<file path="config.mk">
export PLATFORM = sky130hd
export DESIGN_NAME = mem_req_ctrl_flat
export DESIGN_NICKNAME = d
export VERILOG_FILES = /design/src/rtl/mem_pkg.sv /design/src/rtl/mem_req_ctrl_if.sv /design/src/rtl/moc_sync.sv /design/src/rtl/mem_req_ctrl.sv /design/src/flat_wrapper.sv
export SDC_FILE = /design/constraint.sdc
export NUM_CORES = 1
export LEC_CHECK = 0
export CAP_MARGIN = 15
export CORE_MARGIN = 10
export CORE_UTILIZATION = 41
export DETAILED_ROUTE_END_ITERATION = 16
export PLACE_DENSITY = 0.89
export SYNTH_ARGS = -nofsm -noshare
export SYNTH_HDL_FRONTEND = slang
export SYNTH_SLANG_ARGS = --single-unit
</file>
<file path="constraint.sdc">
create_clock -name clk -period 2.2 [get_ports clk]
set_input_delay 0.33 -clock clk [delete_from_list [all_inputs] [get_ports clk]]
set_output_delay 0.33 -clock clk [all_outputs]
set_load 0.02 [all_outputs]
</file>
<file path="src/rtl/mem_pkg.sv">
// mem_pkg: shared opcodes, error codes, access-size decode and FSM states for the memory request path.
//   Contents: op3 constants, ERR_* codes, size_e, state_e,
//             access_size(), is_load(), check_req().
package mem_pkg;
    localparam logic [5:0] OP_LDSB = 6'b001001;
    localparam logic [5:0] OP_LDSH = 6'b001010;
    localparam logic [5:0] OP_LD   = 6'b000000;
    localparam logic [5:0] OP_LDUB = 6'b000001;
    localparam logic [5:0] OP_LDUH = 6'b000010;
    localparam logic [5:0] OP_STB  = 6'b000101;
    localparam logic [5:0] OP_STH  = 6'b000110;
    localparam logic [5:0] OP_ST   = 6'b000100;

    localparam logic [1:0] ERR_OK      = 2'b00;
    localparam logic [1:0] ERR_ALIGN   = 2'b01;
    localparam logic [1:0] ERR_BAD     = 2'b10;
    localparam logic [1:0] ERR_TIMEOUT = 2'b11;

    typedef enum logic [1:0] {SZ_BYTE, SZ_HALF, SZ_WORD, SZ_NONE} size_e;
    typedef enum logic [2:0] {IDLE, SETUP, ACTIVE, RESP, ERR} state_e;

    function automatic size_e access_size(input logic [5:0] op3);
        return (op3 inside {OP_LDSB, OP_LDUB, OP_STB}) ? SZ_BYTE :
               (op3 inside {OP_LDSH, OP_LDUH, OP_STH}) ? SZ_HALF :
               (op3 inside {OP_LD, OP_ST})             ? SZ_WORD : SZ_NONE;
    endfunction

    function automatic logic is_load(input logic [5:0] op3);
        return op3 inside {OP_LDSB, OP_LDSH, OP_LD, OP_LDUB, OP_LDUH};
    endfunction

    // Opcode/range failure outranks misalignment.
    function automatic logic [1:0] check_req(input logic [5:0] op3, input logic [22:0] hi,
                                             input logic [1:0] lo);
        size_e sz = access_size(op3);
        if (sz == SZ_NONE || |hi)
            return ERR_BAD;
        if ((sz == SZ_HALF && lo[0]) || (sz == SZ_WORD && |lo))
            return ERR_ALIGN;
        return ERR_OK;
    endfunction
endpackage

</file>
<file path="src/rtl/mem_req_ctrl_if.sv">
// mem_req_ctrl_if: CU request/response bus plus the MOV/MOC memory handshake.
//   master: the controller (drives req_ready, rsp_*, MOV, MAR, Op3, mem_wdata).
//   slave:  CU and memory side (drives req_*, MOC, mem_rdata).
interface mem_req_ctrl_if;
    logic        req_valid;
    logic        req_ready;
    logic [5:0]  req_op3;
    logic [31:0] req_addr;
    logic [31:0] req_wdata;
    logic        rsp_valid;
    logic [31:0] rsp_rdata;
    logic [1:0]  rsp_err;
    logic        MOV;
    logic [31:0] MAR;
    logic [5:0]  Op3;
    logic [31:0] mem_wdata;
    logic        MOC;
    logic [31:0] mem_rdata;

    modport master (
        input  req_valid, req_op3, req_addr, req_wdata, MOC, mem_rdata,
        output req_ready, rsp_valid, rsp_rdata, rsp_err, MOV, MAR, Op3, mem_wdata
    );
    modport slave (
        output req_valid, req_op3, req_addr, req_wdata, MOC, mem_rdata,
        input  req_ready, rsp_valid, rsp_rdata, rsp_err, MOV, MAR, Op3, mem_wdata
    );
endinterface

</file>
<file path="src/rtl/moc_sync.sv">
// moc_sync: two-flop synchronizer for the asynchronous MOC plus rising-edge detect.
//   clk, reset_n (async active-low), moc in; moc_rise out (one cycle per MOC rising edge).
module moc_sync (
    input  logic clk,
    input  logic reset_n,
    input  logic moc,
    output logic moc_rise
);
    logic [2:0] sh;

    always_ff @(posedge clk or negedge reset_n) begin
        if (!reset_n)
            sh <= '0;
        else
            sh <= {sh[1:0], moc};
    end

    // sh[1] is the synchronized MOC; sh[2] is its previous value.
    assign moc_rise = sh[1] & ~sh[2];
endmodule

</file>
<file path="src/rtl/mem_req_ctrl.sv">
// mem_req_ctrl: single-outstanding load/store initiator for the 512x8 memory MOV/MOC handshake.
//   clk, reset_n (async active-low); bus (master): CU request/response and memory MOV/MAR/Op3/
//   mem_wdata/MOC/mem_rdata. TIMEOUT = cycles MOV may stay high without MOC.
module mem_req_ctrl
    import mem_pkg::*;
#(
    parameter int TIMEOUT = 16
) (
    input logic            clk,
    input logic            reset_n,
    mem_req_ctrl_if.master bus
);
    localparam int CW = $clog2(TIMEOUT) + 1;

    state_e        state, nxt;
    logic [CW-1:0] cnt;
    logic [1:0]    chk, err_q;
    logic          moc_rise, accept, done;

    moc_sync u_sync (
        .clk      (clk),
        .reset_n  (reset_n),
        .moc      (bus.MOC),
        .moc_rise (moc_rise)
    );

    assign chk           = check_req(bus.req_op3, bus.req_addr[31:9], bus.req_addr[1:0]);
    assign accept        = bus.req_valid && state == IDLE;
    // Completion and timeout on the same cycle both land here; moc_rise decides the code.
    assign done          = state == ACTIVE && (moc_rise || cnt == CW'(TIMEOUT - 1));
    assign bus.req_ready = state == IDLE;
    assign bus.MOV       = state == ACTIVE;

    always_comb begin
        nxt = state;
        nxt = state == IDLE   ? (bus.req_valid ? (chk == ERR_OK ? SETUP : ERR) : IDLE) :
              state == SETUP  ? ACTIVE :
              state == ACTIVE ? (done ? RESP : ACTIVE) : IDLE;
    end

    always_ff @(posedge clk or negedge reset_n) begin
        if (!reset_n) begin
            state         <= IDLE;
            cnt           <= '0;
            err_q         <= ERR_OK;
            bus.rsp_valid <= 1'b0;
            bus.rsp_rdata <= '0;
            bus.rsp_err   <= ERR_OK;
            bus.MAR       <= '0;
            bus.Op3       <= '0;
            bus.mem_wdata <= '0;
        end else begin
            state         <= nxt;
            cnt           <= state == ACTIVE ? cnt + CW'(1) : '0;
            bus.rsp_valid <= state == ERR || done;
            // Memory-facing fields hold until the next accept so memory data stays valid after MOC.
            if (accept) begin
                bus.MAR       <= bus.req_addr;
                bus.Op3       <= bus.req_op3;
                bus.mem_wdata <= bus.req_wdata;
                err_q         <= chk;
            end
            if (state == ERR) begin
                bus.rsp_err   <= err_q;
                bus.rsp_rdata <= '0;
            end else if (done) begin
                bus.rsp_err   <= moc_rise ? ERR_OK : ERR_TIMEOUT;
                bus.rsp_rdata <= moc_rise && is_load(bus.Op3) ? bus.mem_rdata : '0;
            end
        end
    end
endmodule

</file>
<file path="src/flat_wrapper.sv">
// flat-port wrapper written by rule: the top's interface ports become plain ports
module mem_req_ctrl_flat import mem_pkg::*;
#(
    parameter int TIMEOUT = 16
)
  (clk, reset_n, bus_req_valid, bus_req_op3, bus_req_addr, bus_req_wdata, bus_MOC, bus_mem_rdata, bus_req_ready, bus_rsp_valid, bus_rsp_rdata, bus_rsp_err, bus_MOV, bus_MAR, bus_Op3, bus_mem_wdata);
  mem_req_ctrl_if bus_i ();
  input logic clk;
  input logic reset_n;
  input wire logic [$bits(bus_i.req_valid)-1:0] bus_req_valid;
  input wire logic [$bits(bus_i.req_op3)-1:0] bus_req_op3;
  input wire logic [$bits(bus_i.req_addr)-1:0] bus_req_addr;
  input wire logic [$bits(bus_i.req_wdata)-1:0] bus_req_wdata;
  input wire logic [$bits(bus_i.MOC)-1:0] bus_MOC;
  input wire logic [$bits(bus_i.mem_rdata)-1:0] bus_mem_rdata;
  output wire logic [$bits(bus_i.req_ready)-1:0] bus_req_ready;
  output wire logic [$bits(bus_i.rsp_valid)-1:0] bus_rsp_valid;
  output wire logic [$bits(bus_i.rsp_rdata)-1:0] bus_rsp_rdata;
  output wire logic [$bits(bus_i.rsp_err)-1:0] bus_rsp_err;
  output wire logic [$bits(bus_i.MOV)-1:0] bus_MOV;
  output wire logic [$bits(bus_i.MAR)-1:0] bus_MAR;
  output wire logic [$bits(bus_i.Op3)-1:0] bus_Op3;
  output wire logic [$bits(bus_i.mem_wdata)-1:0] bus_mem_wdata;
  assign bus_i.req_valid = bus_req_valid;
  assign bus_i.req_op3 = bus_req_op3;
  assign bus_i.req_addr = bus_req_addr;
  assign bus_i.req_wdata = bus_req_wdata;
  assign bus_i.MOC = bus_MOC;
  assign bus_i.mem_rdata = bus_mem_rdata;
  assign bus_req_ready = bus_i.req_ready;
  assign bus_rsp_valid = bus_i.rsp_valid;
  assign bus_rsp_rdata = bus_i.rsp_rdata;
  assign bus_rsp_err = bus_i.rsp_err;
  assign bus_MOV = bus_i.MOV;
  assign bus_MAR = bus_i.MAR;
  assign bus_Op3 = bus_i.Op3;
  assign bus_mem_wdata = bus_i.mem_wdata;
  mem_req_ctrl #(.TIMEOUT(TIMEOUT)) u_core (.clk(clk), .reset_n(reset_n), .bus(bus_i));
endmodule
</file>
* Yosys cells after proc, flatten, opt, wreduce, memory -nomap -nowiden *
Cells that the tools add are included.

cells by class
  add/subtract/negate cells = 1
  multipliers = 0
  divide/modulo/power cells = 0
  $lt $le $gt $ge = 0
  eq/ne operators = 18
  shift operators = 0
  muxes and demuxes = 23
  bitwise gates (word level) = 2
  reductions and logical operators = 20

operators by type and width
  operator                                                         count
  32-bit 2-to-1 mux                                                3
  6-bit by 4-bit == test with 1-bit output, second input constant  4
  23-bit OR reduction                                              1
  6-bit by 3-bit == test with 1-bit output, second input constant  3
  2-bit 2-to-1 mux                                                 9
  3-bit 2-to-1 mux                                                 5
  6-bit by 1-bit == test with 1-bit output, second input constant  2
  6-bit by 2-bit == test with 1-bit output, second input constant  2
  6-bit zero test                                                  2
  3-bit nonzero test                                               2
  5-bit by 1-bit adder with 5-bit output, second input constant    1
  5-bit by 4-bit == test with 1-bit output, second input constant  1
  1-bit logical AND                                                5
  1-bit 2-to-1 mux                                                 5
  5-bit 2-to-1 mux                                                 1
  5-bit nonzero test                                               1
  2-bit == test, second input constant                             2
  1-bit logical OR                                                 4
  2-bit nonzero test                                               2
  3-bit by 1-bit == test with 1-bit output, second input constant  1
  3-bit by 2-bit == test with 1-bit output, second input constant  1
  3-bit == test, second input constant                             1
  3-bit zero test                                                  1
  2-bit by 1-bit == test with 1-bit output, second input constant  1
  other kinds (4)                                                  4

storage, ports and cells
  bits in registers = 118
  bits in latches = 0
  RAM bits = 0
  memory bits (read-only) = 0
  bits of input ports = 106
  output and inout port bits = 107
  logic and storage cells = 74
  memories kept = 0

* Longest topological paths before layout *
  depth after elaboration = 16
  mapped depth = 7

* Cells and area by module *
Synthesis repeated with hierarchy kept, for this count alone.

unflattened totals
  cells, all modules = 441
  area, all modules = 4,555.6 um2

by module, submodules not included
  module        instances  cells each  area each (um2)  seq. area each (um2)
  mem_req_ctrl  1          437         4,466.8          2,877.8
  moc_sync      1          4           88.8             75.1

* Worst setup path before layout *
OpenSTA, ideal clock, no wires.

  path kind = register -> register
  from = reg u_core.cnt[0]
  to = reg u_core.bus.rsp_rdata[10]
  arrival time = 1,854 ps
  required time = 2,134 ps
  slack = 280 ps
  stages on the path, launching flop included = 8
  clock period less this slack = 1,920 ps
  path through = dfrtp_1 ha_1 and3_1 ha_1 o21a_1 nor2_1 clkbuf_1 a22o_1

between the ends
  longest elaborated chain between the ends = 4

ends and longest elaborated chain
  item                                      RTL line               RTL
  start, declared                           mem_req_ctrl.sv:16     logic [CW-1:0] cnt;
  start signal, assigned                    mem_req_ctrl.sv:54     cnt <= state == ACTIVE ? cnt + CW'(1) : '0;
  5-bit by 4-bit == test with 1-bit output  mem_req_ctrl.sv:30     assign done = state == ACTIVE && (moc_rise || cnt == CW'(TIMEOUT - 1));
  1-bit logical OR                          mem_req_ctrl.sv:30
  1-bit logical AND                         mem_req_ctrl.sv:30
  2-bit nonzero test (no line)              --
  end signal, assigned                      mem_req_ctrl.sv:68     bus.rsp_rdata <= moc_rise && is_load(bus.Op3) ? bus.mem_rdata : '0;
  end, declared                             mem_req_ctrl_if.sv:22  output req_ready, rsp_valid, rsp_rdata, rsp_err, MOV, MAR, Op3, mem_wdata

No other way between the ends.
A chain may end at the register's enable or synchronous reset.

* Worst setup path after layout *
  from = reg u_core.state[1]
  to = out bus_req_ready

between the ends
  longest elaborated chain between the ends = 1

ends and longest elaborated chain
  item                    RTL line            RTL
  start, declared         mem_req_ctrl.sv:15  state_e state, nxt;
  start signal, assigned  mem_req_ctrl.sv:53  state <= nxt;
  3-bit zero test         mem_req_ctrl.sv:31  assign bus.req_ready = state == IDLE;
  end, declared           flat_wrapper.sv:16  output wire logic [$bits(bus_i.req_ready)-1:0] bus_req_ready;

No other way between the ends.

==> reports/metrics.cfg <==
[floorplanning]
start_util_pct=41.8
dieWidth_um=125
dieHeight_um=125
placementRows=38
core_area_um2=10800
io_pins=213
die-area_um2=15600

[sta]
fmax_mhz=484
slew_violations=0
fin_tns_setup_ps=0
layout_min_cycle_time_ps=2070
setup_slack_ps=132
relSlewSlack_pct=57.6
hold_viol_final=0
worst_slew_pin_slew_ps=630
finClkSkew_ps=11.3
final.period_utilization_pct=94.0
holdWs_ps=280
setup_viol=0
rsz0062_at_grt=no

[synth]
ys.warnings.count=0
avgSynthCellArea_um2=10.2
ys_ff_latch=118
syn_area_um2=4510
syn-num-nets=550
ys_seq_area_share_pct=65.4
ys_types=34
syn_inst=442

[global_routing]
grt_pass1_wl_mm=23.2
antenna_found_initial=1
grt_usage_pct=18.4
grt_max_degree=58
grt-ovfl-total=0
grt_pass1_vias=4267

[worst_setup_path]
slowest_delay_ps=450
rr_worst_depth=5
start_kind=flop
cp.required_ps=1870
slowest_stage=dlygate4sd2_1
crit_chain=nor3_1 -> dlygate4sd2_1
end_kind=output pin
path_class=flop to output pin
worstPathArrival_ps=1740
reg2reg_from=u_core.state[2]
cp_max_fo=4
reg2reg_to=u_core.bus.rsp_rdata[12]
reg2reg_slack_ps=270

[clocking]
cts_made_buffers=17
cts_setup_buffers=0
clk_pin_slew_ps=60
cts_tree=built
root_buffer=clkbuf_8
clock_latency_ps=510
cts_max_level=4
clock_path_buffers=2
clkSinkCount=118

[status]
status=completed

[pwr]
leakage_nw=3.50
power_density_nw_per_um2=868
ir_worst_vdd_v=0.000564

[drt]
ant_nets=0
wl_per_cell_um=17.8
num_vias=3984
firstDrtPassIters=4
drc=0
wirelength_mm=14.5
vias_per_cell=4.88
drt-initial-drc-count=202

[placed_design]
port_buffers=212
dp_slack_ps=155
place.gp.congestion=0.840
place_area_um2=6830
dp_hpwl_mm=11.1

[cells_and_area]
final_nets=772
drive_gt1_share_pct=7.24
stdcell_area_um2=7430
antenna_cells=0
area_delta_synth_final_pct=64.8

[worst_hold_path]
worstHoldStart=bus_MOC
hold_class=input pin to flop
hold_end=u_core.u_sync.sh[0]
hold_depth=1

[flow_run]
cap_violations=0

==> synthesized netlist by cell type (all sizes together) <==
cell type / count / share of area, %
nand2: 215 / 18
dfrtp: 118 / 65
a22o: 32 / 6.2
clkbuf: 17 / 1.4
nor2: 8 / 0.67
o21ai: 7 / 0.78
nor4: 5 / 0.69
buf: 4 / 0.86
inv: 4 / 0.33
and2: 3 / 0.42
and3: 2 / 0.28
ha: 2 / 0.55
nand3: 2 / 0.22
nor3: 2 / 0.22
nor3b: 2 / 0.33
o21a: 2 / 0.33
or4: 2 / 0.42
xnor2: 2 / 0.39
a2111oi: 1 / 0.61
a211oi: 1 / 0.17
a21oi: 1 / 0.11
nand3b: 1 / 0.17
nand4: 1 / 0.14
nor2b: 1 / 0.14
o22a: 1 / 0.19
o22ai: 1 / 0.14
o31a: 1 / 0.19
o31ai: 1 / 0.17
o41ai: 1 / 0.19
or3: 1 / 0.14
xor2: 1 / 0.19
==> per-stage QoR <==
stage / util (%) / instances / power (mW)
2_1_floorplan: - / 442 / 2.98
3_3_place_gp: 63.3 / 784 / 3.71
3_5_place_dp: 63.3 / 784 / 3.75
4_1_cts: 68.9 / 817 / 6.53
5_1_grt: 68.9 / 817 / 6.74
6_report: 68.9 / 817 / 6.46
==> what timing repair did <==
item / 4_1_cts / 5_1_grt
endpoints found under the setup margin: 2 / 0
endpoints found under the hold margin: 28 / 0
hold buffers: 1 / 0
gates resized for setup: 2 / 0
==> state kept, by name, summed over array words and instances, names as in the netlist <==
signal                cells
u_core.err_q              2
u_core.bus.rsp_valid      1
u_core.bus.MAR           32
u_core.bus.rsp_rdata     32
u_core.state              3
u_core.bus.Op3            6
u_core.u_sync.sh          3
u_core.bus.rsp_err        2
u_core.bus.mem_wdata     32
u_core.cnt                5
==> critical path, delay by kind of cell, from the launching register on <==
family / cells / cell delay, ps
buf+inv: 1 / 450
flops: 1 / 420
simple gates: 1 / 360
==> worst max path at each step <==
stage | cells past startpoint | start | slack [ps] | to
after floorplan | 7 | u_core.cnt[0] | 280 | u_core.bus.rsp_rdata[10]
after global placement | 4 | bus_req_addr[15] | 280 | u_core.err_q[0]
after detailed placement | 4 | bus_req_op3[0] | 150 | u_core.err_q[0]
after CTS | 2 | u_core.state[2] | 120 | bus_req_ready
after global routing | 2 | u_core.state[2] | 50 | bus_req_ready
final | 2 | u_core.state[1] | 130 | bus_req_ready
==> where the power goes <==
group          internal (mW)  switching (mW)
sequential              2.37           0.117
combinational          0.595           0.632
clock                   1.78           0.968
total                   4.74            1.72
==> final cells by class <==
type / instances / area (µm²)
fillers: 761 / 3360
flip-flops and latches: 118 / 2950
repair buffers: 224 / 2250
multi-input cells: 299 / 1450
clock buffers: 20 / 445
well taps: 140 / 175
clock inverters: 12 / 151
inverters: 4 / 15.0
==> per-layer routing <==
layer | up-vias | wire [µm] | GRT usage (%) | part of all wire, %
li1 | 1892 | - | - | -
met1 | 1909 | 5890 | 20.8 | 41
met2 | 165 | 7020 | 29.7 | 48
met3 | 16 | 1440 | 9.23 | 9.9
met4 | 2 | 169 | 6.50 | 1.2
met5 | - | 11 | 0 | 0.076
==> cell families (layout without fill, tap and decap cells) <==
kind of cell               Yosys count  after routing  synth area share, %
adders and majority gates            2              2                0.555
and+or+nand+nor                    245            245                 21.7
AOI/OAI and AO/OA                   49             49                 9.10
buffers and inverters               25            260                 2.61
DFF                                118            118                 65.4
xor gates and xnor gates             3              3                0.582
==> cell usage in the layout, fill, tap and decap left out, types with 3 or more instances in the layout <==
master,netlist,routed
clkbuf_16,0,16
inv_1,3,3
nor4_1,5,5
clkbuf_8,0,3
bufinv_16,0,3
nand2_1,215,214
a22o_1,32,32
dfrtp_1,118,118
nor2_1,8,7
clkinvlp_4,0,5
clkdlybuf4s50_1,0,209
buf_4,0,9
buf_12,0,3
o21ai_0,7,7
clkinv_2,0,3
Note: power is estimated with default switching activity, not from simulation.
